## src/rtl/logic_unit_pkg.sv

```systemverilog
// Shared definitions for the logic unit pipeline: the op-code type, its
// eight encodings and the default operand width.
package logic_unit_pkg;

  localparam int DEFAULT_WIDTH = 8;

  typedef logic [2:0] op_t;

  localparam op_t OP_NAND = 3'b000;
  localparam op_t OP_NOR  = 3'b001;
  localparam op_t OP_AND  = 3'b010;
  localparam op_t OP_OR   = 3'b011;
  localparam op_t OP_XOR  = 3'b100;
  localparam op_t OP_XNOR = 3'b101;
  localparam op_t OP_NOTA = 3'b110;
  localparam op_t OP_PASS = 3'b111;

endpackage

```

## src/rtl/logic_unit_core.sv

```systemverilog
// Purely combinational bitwise operator selected by a 3-bit op code.
import logic_unit_pkg::*;

module logic_unit_core #(
  parameter int WIDTH = DEFAULT_WIDTH
) (
  input  logic [WIDTH-1:0] a,
  input  logic [WIDTH-1:0] b,
  input  logic [2:0]       op,
  output logic [WIDTH-1:0] result
);

  always_comb begin
    result = a;
    case (op)
      OP_NAND: result = ~(a & b);
      OP_NOR:  result = ~(a | b);
      OP_AND:  result = a & b;
      OP_OR:   result = a | b;
      OP_XOR:  result = a ^ b;
      OP_XNOR: result = ~(a ^ b);
      OP_NOTA: result = ~a;
      default: result = a;
    endcase
  end

endmodule

```

## src/rtl/logic_unit_pipe.sv

```systemverilog
// Two-stage valid/ready pipeline around logic_unit_core with a delivered-result
// counter. Define LOGIC_UNIT_PIPE_PARITY_EN to add the registered out_parity port.
import logic_unit_pkg::*;

module logic_unit_pipe #(
  parameter int WIDTH = DEFAULT_WIDTH,
  parameter int CNT_W = 16
) (
  input  logic             clk,
  input  logic             reset,
  input  logic             in_valid,
  output logic             in_ready,
  input  logic [WIDTH-1:0] a,
  input  logic [WIDTH-1:0] b,
  input  logic [2:0]       op,
  output logic             out_valid,
  input  logic             out_ready,
  output logic [WIDTH-1:0] s,
  output logic             out_zero,
  output logic [CNT_W-1:0] count
`ifdef LOGIC_UNIT_PIPE_PARITY_EN
  ,
  output logic             out_parity
`endif
);

  logic             v1_q, v1_d;
  logic [WIDTH-1:0] a1_q, a1_d, b1_q, b1_d;
  logic [2:0]       op1_q, op1_d;
  logic             v2_q, v2_d;
  logic [WIDTH-1:0] s_q, s_d;
  logic             zero_q, zero_d;
  logic [CNT_W-1:0] count_q, count_d;
  logic [WIDTH-1:0] result;
  logic             load2, in_xfer, out_xfer;

  logic_unit_core #(.WIDTH(WIDTH)) u_core (
    .a      (a1_q),
    .b      (b1_q),
    .op     (op1_q),
    .result (result)
  );

  // Stage 2 may take a new beat when empty or when its beat leaves this cycle.
  assign load2    = !v2_q || out_ready;
  assign in_ready = !v1_q || load2;
  assign in_xfer  = in_valid && in_ready;
  assign out_xfer = v2_q && out_ready;

  always_comb begin
    v1_d    = v1_q;
    a1_d    = a1_q;
    b1_d    = b1_q;
    op1_d   = op1_q;
    v2_d    = v2_q;
    s_d     = s_q;
    zero_d  = zero_q;
    count_d = count_q;
    if (in_xfer) begin
      v1_d  = 1'b1;
      a1_d  = a;
      b1_d  = b;
      op1_d = op;
    end else if (load2) begin
      v1_d = 1'b0;
    end
    // Result fields only change when a real beat arrives, so s stays stable
    // after the last beat drains.
    if (load2) begin
      v2_d = v1_q;
      if (v1_q) begin
        s_d    = result;
        zero_d = (result == '0);
      end
    end
    if (out_xfer) count_d = count_q + CNT_W'(1);
  end

  always_ff @(posedge clk or posedge reset) begin
    if (reset) begin
      v1_q    <= 1'b0;
      a1_q    <= '0;
      b1_q    <= '0;
      op1_q   <= '0;
      v2_q    <= 1'b0;
      s_q     <= '0;
      zero_q  <= 1'b0;
      count_q <= '0;
    end else begin
      v1_q    <= v1_d;
      a1_q    <= a1_d;
      b1_q    <= b1_d;
      op1_q   <= op1_d;
      v2_q    <= v2_d;
      s_q     <= s_d;
      zero_q  <= zero_d;
      count_q <= count_d;
    end
  end

`ifdef LOGIC_UNIT_PIPE_PARITY_EN
  logic parity_q;

  always_ff @(posedge clk or posedge reset) begin
    if (reset)              parity_q <= 1'b0;
    else if (load2 && v1_q) parity_q <= ^result;
  end

  assign out_parity = parity_q;
`endif

  assign out_valid = v2_q;
  assign s         = s_q;
  assign out_zero  = zero_q;
  assign count     = count_q;

endmodule

```

## config.mk

```make
export PLATFORM = sky130hd
export DESIGN_NAME = logic_unit_pipe
export DESIGN_NICKNAME = d
export VERILOG_FILES = /design/src/rtl/logic_unit_pkg.sv /design/src/rtl/logic_unit_core.sv /design/src/rtl/logic_unit_pipe.sv
export SDC_FILE = /design/constraint.sdc
export NUM_CORES = 1
export LEC_CHECK = 0
export BUFFER_PORTS_ARGS = -buffer_cell sky130_fd_sc_hd__buf_2
export CAP_MARGIN = 25
export CORE_MARGIN = 2
export CORE_UTILIZATION = 48
export DETAILED_ROUTE_END_ITERATION = 16
export GPL_TIMING_DRIVEN = 0
export PLACE_DENSITY = 0.7
export SLEW_MARGIN = 40
export SYNTH_ARGS = -nofsm -noshare
export SYNTH_HDL_FRONTEND = slang
export SYNTH_SLANG_ARGS = --single-unit
```

## constraint.sdc

```tcl
create_clock -name clk -period 4.7 [get_ports clk]
set_input_delay 0.47 -clock clk [delete_from_list [all_inputs] [get_ports clk]]
set_output_delay 0.47 -clock clk [all_outputs]
set_load 0.01 [all_outputs]
```

== Word level (Yosys, flattened, before mapping) ==
Cells that the tools add are included.
Storage, ports and cells
  output and inout port bits: 27
  word-level logic and storage cells: 35
  register bits: 46
Operators by class
  mux-type cells: 3
  bitwise logic cells: 7
  reduce and logical (&&, ||, !) cells: 10
  $add $sub $neg: 1
  equality and inequality tests: 6
Operators with widths (number)
  8-bit case mux with 7 select lines: 1
  8-bit inverter: 4
  16-bit by 1-bit adder with 16-bit output, second input constant: 1
  3-bit equality test, second input constant: 3
  8-bit bitwise AND: 1
  8-bit zero test: 1
  8-bit bitwise OR: 1
  8-bit bitwise XOR: 1
  3-bit by 2-bit equality test with 1-bit output, second input constant: 2
  3-bit by 1-bit equality test with 1-bit output, second input constant: 1
  3-bit zero test: 1
  1-bit logical AND: 2
  1-bit zero test: 2
  1-bit logical OR: 2
  1-bit 2-to-1 mux: 2
  2-bit AND reduction: 1
  2-bit nonzero test: 1

== Logic depth before layout (Yosys ltp) ==
Gate-level depths: netlist of the first run.
  depth in word-level cells: 5
  mapped depth: 7
  mapped depth without buffers: 7

== By module ==
From an unflattened synthesis of the first run, not the netlist that was laid out.
Unflattened totals
  cells, all modules: 229
  area total of the unflattened synthesis: 2647.5 µm²
Modules (own cells, without submodules)
  logic_unit_pipe: area each 1840.5 µm², seq. area each 1151.1 µm², times used 1, cells each 131
  logic_unit_core: area each 807.0 µm², seq. area each 0.0 µm², times used 1, cells each 98

== Worst setup path before layout of the first run ==
Ideal clock, no wire load.
  path type: register to register
  start: register a1_q[6]
  end: register zero_q, in the netlist out_zero
  period minus slack after synthesis: 2.212 ns
  stages on the path, launching flop included: 8
  data arrival time: 2.118 ns
  path slack: 2.488 ns
  required time: 4.606 ns
  buffers on the path: 0
  cell sequence: dfrtp_1 > inv_1 > ha_1 > or3_1 > a221oi_2 > a31oi_1 > or4b_1 > a221oi_2
On the way
  cells in the longest elaborated chain, start to end: 4
Ends and longest elaborated chain
  start, declared: RTL line logic_unit_pipe.sv:28  | logic [WIDTH-1:0] a1_q, a1_d, b1_q, b1_d;
  start signal, assigned: RTL line logic_unit_pipe.sv:82  | a1_q <= '0;
  start signal, assigned: RTL line logic_unit_pipe.sv:91  | a1_q <= a1_d;
  8-bit bitwise XOR, or another cell as far along: RTL line logic_unit_core.sv:20, logic_unit_core.sv:21
  8-bit inverter, on equally long branches: RTL line logic_unit_core.sv:21, logic_unit_core.sv:16, logic_unit_core.sv:17
  8-bit case mux with 7 select lines (*): RTL line logic_unit_core.sv:15  | case (op)
  8-bit zero test (*): RTL line logic_unit_pipe.sv:73  | zero_d = (result == '0);
  end signal, assigned: RTL line logic_unit_pipe.sv:96  | zero_q <= zero_d;
  end, declared: RTL line logic_unit_pipe.sv:32  | logic zero_q, zero_d;
Every way passes the cells marked *; elsewhere a longest branch is shown, timed or not.
A chain may end at the register's enable or synchronous reset.

== Worst setup path after layout of the first run ==
Same ends and word-level chain as after synthesis.

==> results of run 1 <==
## cells by family (layout without fill, tap and decap cells)
kind of cell,Yosys count,in the layout,share of synthesized area
AND/OR/NAND/NOR,75,75,0.143
flip-flops,46,46,0.423
AO/OA/AOI/OAI,36,36,0.0860
buffers and inverters,32,90,0.0524
XOR/XNOR,30,30,0.0966
multiplexers,30,30,0.120
adder cells (fa/ha/maj),17,17,0.0782
## final cells by class
cell class                      instances  area share
Clock buffer                            5      0.0214
Multi-Input combinational cell        188       0.444
Tap cell                               72      0.0280
Inverter                               22      0.0264
Buffer                                 10      0.0187
Sequential cell                        46       0.358
Timing Repair Buffer                   50      0.0825
Clock inverter                          3      0.0214
## path summary, 6_finish.rpt
check                      slack [ns]        end  cells after the start
setup / recovery                 2.29   out_zero                      7
hold / removal                   0.08       s[5]                      2
setup reg to reg                 2.29   out_zero                      7
hold reg to reg                  0.48  count[15]                      1
max in group asynchronous        4.20       v1_q                      3
min in group clk                 0.37       v1_q                      2
## critical path: stages, from the launching register on
cell      delay (ns)
dfrtp_1         0.43
inv_1           0.08
ha_1            0.33
or3_1           0.39
a221oi_2        0.27
a31oi_1         0.07
or4b_1          0.51
a221oi_2        0.25
## registers in the layout (all words and copies together) (netlist names)
signal / count
count: 16
a1_q: 8
v1_q: 1
op1_q: 3
b1_q: 8
out_zero: 1
s: 8
out_valid: 1
## metal layers
metal | track usage | wire (µm)
met1 | 0.245 | 2410
met2 | 0.309 | 2630
met3 | 0.0409 | 323
met4 | 0.0414 | 63
met5 | 0 | 0
## layout by cell type, fill, tap and decap left out, drive strengths merged, types with 3 or more instances in the layout
cell,synthesis,layout
clkbuf,4,9
ha,17,17
nand2,17,17
nand3,14,14
nand2b,9,9
nor2,11,11
inv,20,20
mux2i,8,8
a21oi,12,12
xnor2,21,21
clkinv,2,3
o21ai,10,10
dfrtp,46,46
xor2,9,9
and2,3,3
buf,6,56
nor3,4,4
and3,3,3
mux2,22,22
## per-stage QoR
step	area [µm²]	hold slack (ns)	cells
after floorplan	2720	0.500	266
after global placement	3060	0.461	387
after detailed placement	3080	0.413	388
after CTS	3220	0.0814	396
after global routing	3220	0.0952	396
final	3220	0.0819	396
## power by group through the flow
stage	sequential, W	clock [W]	combinational [W]
6_report	0.000550	0.000351	0.000454
3_5_place_dp	0.000560	0	0.000456
2_1_floorplan	0.000570	0	0.000298
5_1_grt	0.000564	0.000370	0.000511
3_3_place_gp	0.000554	0	0.000440
4_1_cts	0.000552	0.000359	0.000459
==> qor.yml, run 1 <==
pwr:
  power.internal_w: 0.000907
  p_sw_frac: 0.331
  ir_worst_vdd_mv: 0.220
  seq_power_share: 0.406
  powerDensity_nw_per_um2: 421
  p_sw_w: 0.000448
  total_power_w: 0.00135
  comb_power_share: 0.335
  p_leak_nw: 1.56
  p_clk_frac: 0.259
floorplan:
  num_rows: 27
  top_level_ports: 50
  start_util: 0.494
  die_y_um: 79.3
  die-area_um2: 6290
  coreArea_um2: 5510
  die_x_um: 79.3
routing:
  wl_um: 5430
  drtIter0Drc: 71
  drt-wirelength-per-cell_um: 13.7
  num_vias: 2093
  dr.pass1.iters: 7
  vias_per_cell: 5.29
  ant_nets: 0
  drcViolationCount: 0
cells_and_area:
  num_antenna_cells: 0
  seqCellArea_um2: 1150
  drive_gt1_frac: 0.278
  multiInputGateArea_um2: 1430
  final_core_util: 0.584
  area_growth_pct: 18.2
  nets: 363
  num-fill-cells: 492
yosys:
  ys.flop_type: "dfrtp_1"
  synth_area_leaders: "dfrtp_1 (42%), mux2_2 (9.1%), ha_1 (7.8%)"
  synth_top_cell_by_area: "dfrtp_1"
  synth_warnings: 0
  synth_edf_count: 0
  async_flop_share: 1.00
  synth.distinct_cells: 45
  synth_top_cells_by_count: "dfrtp_1 (46), mux2_2 (22), xnor2_1 (21)"
  synth_cells: 266
  ys_ff_latch: 46
  synth.avg_cell_area_um2: 10.2
  synth_top_area_frac: 0.423
  ys_seq_area_frac: 0.423
  synth_nets: 306
  netlist_area_um2: 2720
  yosysMostFrequentCell: "dfrtp_1"
sta:
  min_period_ns: 2.41
  finalSetupTns_ns: 0
  hold_viol: 0
  slew_headroom: 0.584
  finalSetupViolations: 0
  fin_worst_skew_ns: 0.00544
  rsz0062_at_grt: "no"
  max_freq_mhz: 416
  maxSlewViolCount: 0
  max_slew.worst_pin.slew_ns: 0.624
  layout_worst_path_cycle_share: 0.512
  setup_slack_ns: 2.29
place:
  place_ws_ns: 2.33
  place.detailed.hpwl_um: 4200
  gp_congestion: 0.804
  portBuffers: 49
clock_tree:
  cts_setup_buffers: 0
  htreeDepth: 2
  clock-root-buffer: "clkbuf_8"
  clock_latency_ns: 0.30
  cts_tree: "yes"
  cts_resized: 0
  postCtsHoldBufs: 0
  cts_buffers: 5
  clk_pin_slew_ns: 0.09
  numClockSinks: 46
  cts_buffer_depth: 2
global_routing:
  grt_first_pass_wirelength_um: 9220
  grt_overflow: 0
  grt_pass1_vias: 1995
  grt_max_degree: 32
  globalRouteTotalUtil: 0.184
  grt_antenna_before_repair: 0
setup_path:
  crit_path_end_kind: "flip-flop"
  cp.required_ns: 4.91
  cp-startpoint: "a1_q[6]"
  worstPathArrival_ns: 2.62
  critPathMaxFanout: 5
  crit_type: "flip-flop to flip-flop"
  critPathLaunchType: "flip-flop"
  r2r_start: "a1_q[6]"
worst_hold_path:
  hp-class: "input port to async pin"
flow_run:
  cap_violations: 0
run_status:
  status: "finished, final reports clean"
Power figures use the tool's default switching activity.
==> run 2: changes to the inputs <==
- clock period: 4.7 -> 2.3 ns (I/O delays scaled with it)
==> run 2 against run 1 <==
Net effect:
- flip-flop and latch count unchanged
- via count increased by 1.8%
- combinational power increased by 120%
- core utilization increased by 1.7 points
- critical path depth unchanged
==> qor.yml, run 2 (same netlist as run 1, synthesis figures left out) <==
setup_path:
  cp.required_ns: 2.51
  cp_slowest_cell: "or4b_4"
  r2r_setup_slack_ns: 0.07
  timing.rr.end: "out_zero"
  crit_type: "flip-flop to flip-flop"
  worstPathArrival_ns: 2.44
  critPathMaxFanout: 4
  crit_chain: "inv_2 -> ha_1 -> or3_1 -> a221oi_2 -> a31oi_1 -> or4b_4 -> a221oi_2"
  crit_path_end_kind: "flip-flop"
  r2r_start: "a1_q[4]"
  cpMostUsedCell: "a221oi_2"
  cp_slowest_stage_delay_ns: 0.49
  critPathLaunchType: "flip-flop"
  timing.reg2reg.worst_path_depth: 7
sta:
  max_freq_mhz: 448
  min_period_ns: 2.23
  finalSetupTns_ns: 0
  finalSetupViolations: 0
  fin_worst_skew_ns: 0.00531
  slew_headroom: 0.587
  max_slew.worst_pin.slew_ns: 0.620
  maxSlewViolCount: 0
  layout_worst_path_cycle_share: 0.970
  rsz0062_at_grt: "no"
  hold_viol: 0
run_status:
  status: "finished, final reports clean"
place:
  portBuffers: 49
  place.detailed.hpwl_um: 4200
  dp_cells: 388
  gp_congestion: 0.804
floorplan:
  die-area_um2: 6290
  top_level_ports: 50
  coreArea_um2: 5510
  start_util: 0.494
  num_rows: 27
  die_y_um: 79.3
  die_x_um: 79.3
pwr:
  p_leak_nw: 1.59
  powerDensity_nw_per_um2: 854
  ir_worst_vdd_mv: 0.447
global_routing:
  grt_pass1_vias: 2033
  globalRouteTotalUtil: 0.187
  use_met2: 0.317
  busiest_layer: "met2"
  grt_first_pass_wirelength_um: 9380
  grt_overflow: 0
  gr-usage-met3: 0.0409
  grt_antenna_before_repair: 0
  met1_usage: 0.246
  grt_max_degree: 32
cells_and_area:
  area_growth_pct: 21.7
  largest_reg_flops: 16
  drive_gt1_frac: 0.312
  nets: 369
  final_cell_mix: "buf_2 (52), dfrtp_1 (46), mux2_2 (22), xnor2_1 (21), nand2_1 (17)"
  num-fill-cells: 484
  final_common_cell: "buf_2"
  num_antenna_cells: 0
  instances_no_fill: 402
  final_core_util: 0.601
clock_tree:
  htreeDepth: 2
  clock-root-buffer: "clkbuf_8"
  cts_buffer_depth: 2
  numClockSinks: 46
  clk_pin_slew_ns: 0.09
  cts_buffers: 5
  clock_latency_ns: 0.30
  cts_tree: "yes"
routing:
  dr.pass1.iters: 4
  ant_nets: 0
  vias_per_cell: 5.30
  drt-wirelength-per-cell_um: 13.9
  drcViolationCount: 0
  wl_um: 5580
  drtIter0Drc: 106
  num_vias: 2131
worst_hold_path:
  hp-class: "input port to flip-flop"
  min_to: "v1_q"
  whs_path_depth: 2
  min_from: "in_valid"
flow_run:
  cap_violations: 0
-- run 2: cell count changes in the layout (fill, tap and decap cells not counted), moves of 3 or more --
cell and delta:
ha_4 +3, buf_4 +5, ha_1 -3, inv_2 +3
inv_1 -3
-- run 2: worst max-delay path by stage --
| stage | start | end | slack, ns | depth (start not counted) |
|---|---|---|---|---|
| after floorplan | a1_q[6] | out_zero | 0.09 | 7 |
| after global placement | a1_q[6] | out_zero | -0.03 | 7 |
| after detailed placement | a1_q[6] | out_zero | -0.07 | 7 |
| after CTS | a1_q[4] | out_zero | 0.006 | 7 |
| after global routing | a1_q[4] | out_zero | 0.000006 | 7 |
| final | a1_q[4] | out_zero | 0.07 | 7 |
-- run 2: power breakdown --
group | internal, W | switching (W) | leakage, nW
Clock | 0.000435 | 0.000279 | 0.0683
Combinational | 0.000486 | 0.000506 | 0.951
Sequential | 0.000971 | 0.000149 | 0.566
-- run 2: critical path: cells and delay by family (launching register included) --
family / cells / cell delay [ns]
flops: 1 / 0.38
buf+inv: 1 / 0.06
compound gates: 3 / 0.52
fa+ha+maj: 1 / 0.33
simple gates: 2 / 0.86
-- run 2: what timing repair did --
item                       in CTS  in global routing
setup endpoints to repair       1                  1
hold buffers                    1                  0
hold endpoints to repair       15                  0
pin swaps                       1                  3
setup buffers                   4                  1
resized for setup               2                  6
-- run 2: final cells by class --
type                    count  area (µm²)  area share
flip-flops and latches     46        1150       0.348
repair buffers             56         313      0.0945
clock buffers               5        68.8      0.0208
plain buffers              10        60.1      0.0181
multi-input cells         188        1470       0.445
clock inverters             3        68.8      0.0208
well taps                  72        90.1      0.0272
inverters                  22        85.1      0.0257
-- run 2: per-layer routing --
metal	wire [µm]	share of wire	vias to the layer above
met3	259	0.046	8
met5	0	0	-
met4	51	0.0091	0
li1	-	-	1039
met2	2720	0.49	61
met1	2550	0.46	1023
-- run 2: through the flow --
step           hold WS (ns)  power (W)  worst slack [ns]  instance area (µm²)
3_3_place_gp          0.434    0.00203           -0.0331                 3060
6_report              0.132    0.00283            0.0686                 3310
5_1_grt               0.130    0.00301        0.00000644                 3310
3_5_place_dp          0.173    0.00208           -0.0741                 3080
4_1_cts               0.123    0.00283           0.00645                 3270
2_1_floorplan         0.338    0.00177            0.0882                 2720
==> run 3: changes to the inputs <==
- REMOVE_ABC_BUFFERS: unset -> 1
==> run 3 against run 2 <==
Net effect:
- total power shrank 6.9%
- sequential share of layout area is 0.36 points higher
- core utilization decreased by 0.36 points
- non-clock buffer count fell by 3
- final area down 0.60%
- first-iteration DRC count is 24% lower
- final cell count fell by 0.75%
- clock-buffer cell count did not move
- combinational power down 2.7%
- critical path depth unchanged
- wire length down 4.2%
==> qor.yml, run 3 (same netlist as run 1, synthesis figures left out) <==
setup_path:
  cpMostUsedCell: "a221oi_2"
  path_depth: 7
  cp_num_buf_inv: 1
  timing.rr.end: "out_zero"
  crit_chain: "inv_2 -> ha_4 -> or3_4 -> a221oi_2 -> a31oi_1 -> or4b_4 -> a221oi_2"
  crit_type: "flip-flop to flip-flop"
  timing.reg2reg.worst_path_depth: 7
  worstPathArrival_ns: 2.41
  critPathMaxFanout: 3
  r2r_setup_slack_ns: 0.09
  critPathLaunchType: "flip-flop"
  cp_slowest_cell: "or4b_4"
  cp-startpoint: "a1_q[6]"
  cp_top_family: "simple AND/OR/NAND/NOR gates"
  cp.required_ns: 2.51
  r2r_start: "a1_q[6]"
  crit_path_end_kind: "flip-flop"
  cp_slowest_stage_delay_ns: 0.51
pwr:
  powerDensity_nw_per_um2: 800
  p_leak_nw: 1.55
  ir_worst_vdd_mv: 0.507
floorplan:
  top_level_ports: 50
  num_rows: 27
  coreArea_um2: 5510
  die_y_um: 79.3
  die_x_um: 79.3
  start_util: 0.494
  die-area_um2: 6290
place:
  dp_cells: 378
  portBuffers: 49
  place.detailed.hpwl_um: 3740
  gp_congestion: 0.808
routing:
  dr.pass1.iters: 4
  drt-wirelength-per-cell_um: 13.4
  wl_um: 5350
  num_vias: 2053
  drtIter0Drc: 81
  ant_nets: 0
  drcViolationCount: 0
  vias_per_cell: 5.15
cells_and_area:
  largest_reg_flops: 16
  final_common_cell: "buf_2"
  instances_no_fill: 399
  final_cell_mix: "buf_2 (49), dfrtp_1 (44), mux2_2 (22), xnor2_1 (21), nand2_1 (16)"
  num_antenna_cells: 0
  area_growth_pct: 20.9
  nets: 366
  drive_gt1_frac: 0.346
sta:
  hold_viol: 0
  min_period_ns: 2.21
  layout_worst_path_cycle_share: 0.959
  max_slew.worst_pin.slew_ns: 0.495
  slew_headroom: 0.669
  holdWs_ns: 0.156
  max_freq_mhz: 453
  finalSetupViolations: 0
  maxSlewViolCount: 0
  fin_worst_skew_ns: 0.0106
clock_tree:
  clock-root-buffer: "clkbuf_8"
  htreeDepth: 2
  cts_buffer_depth: 2
  clk_pin_slew_ns: 0.09
  cts_tree: "yes"
  clock_latency_ns: 0.30
  numClockSinks: 46
  cts_buffers: 5
global_routing:
  grt_max_degree: 42
  grt_antenna_before_repair: 0
  grt_overflow: 0
  globalRouteTotalUtil: 0.178
  grt_pass1_vias: 1891
  grt_first_pass_wirelength_um: 8770
flow_run:
  cap_violations: 0
worst_hold_path:
  whs_path_depth: 2
  min_from: "b[2]"
  hp-class: "input port to flip-flop"
  min_to: "b1_q[2]"
run_status:
  status: "finished, final reports clean"
run 3: changes by cell type in the layout (fill, tap and decap cells not counted), sizes merged:
cell,previous run,this run
buf,61,62
bufinv,2,0
clkbuf,9,5
clkinv,3,2
clkinvlp,0,2
inv,20,21
run 3: cell type report:
class,count,area [µm²]
Clock buffer,5,68.8
Clock inverter,3,23.8
Fill cell,501,2220
Inverter,22,85.1
Multi-Input combinational cell,188,1490
Sequential cell,46,1160
Tap cell,72,90.1
Timing Repair Buffer,63,373
run 3: metal layers:
layer	wire, µm	vias up	global-route usage
met4	46	0	0.0414
met1	2450	983	0.243
met3	199	4	0.0409
met5	0	-	0
li1	-	1029	-
met2	2660	37	0.290
run 3: worst max-delay path by stage:
| stage | end |
|---|---|
| floorplan | out_zero |
| global placement | out_zero |
| detailed placement | out_zero |
| CTS | out_zero |
| global route | out_zero |
| finish | out_zero |
run 3: repair_timing:
item	CTS	global route
hold buffers	1	0
buffers inserted	7	5
resized for setup	5	11
setup endpoints to repair	1	1
pin swaps	4	5
endpoints found under the hold margin	6	0
run 3: through the flow:
step	TNS, ns	setup WS, ns	instance area (µm²)	total power, W	utilization
finish	0	0.0938	3290	0.00263	0.598
global route	-0.0199	-0.0199	3290	0.00282	0.598
CTS	0	0.00926	3200	0.00260	0.582
detailed placement	-0.0821	-0.0821	3020	0.00203	0.549
global placement	-0.463	-0.398	3000	0.00199	0.544
floorplan	-0.0360	-0.0360	2660	0.00175	-
run 3: power by group:
group,leakage (nW),switching [W],internal (W)
clock,0.0408,0.000297,0.000218
combinational,0.948,0.000465,0.000500
sequential,0.564,0.000180,0.000972
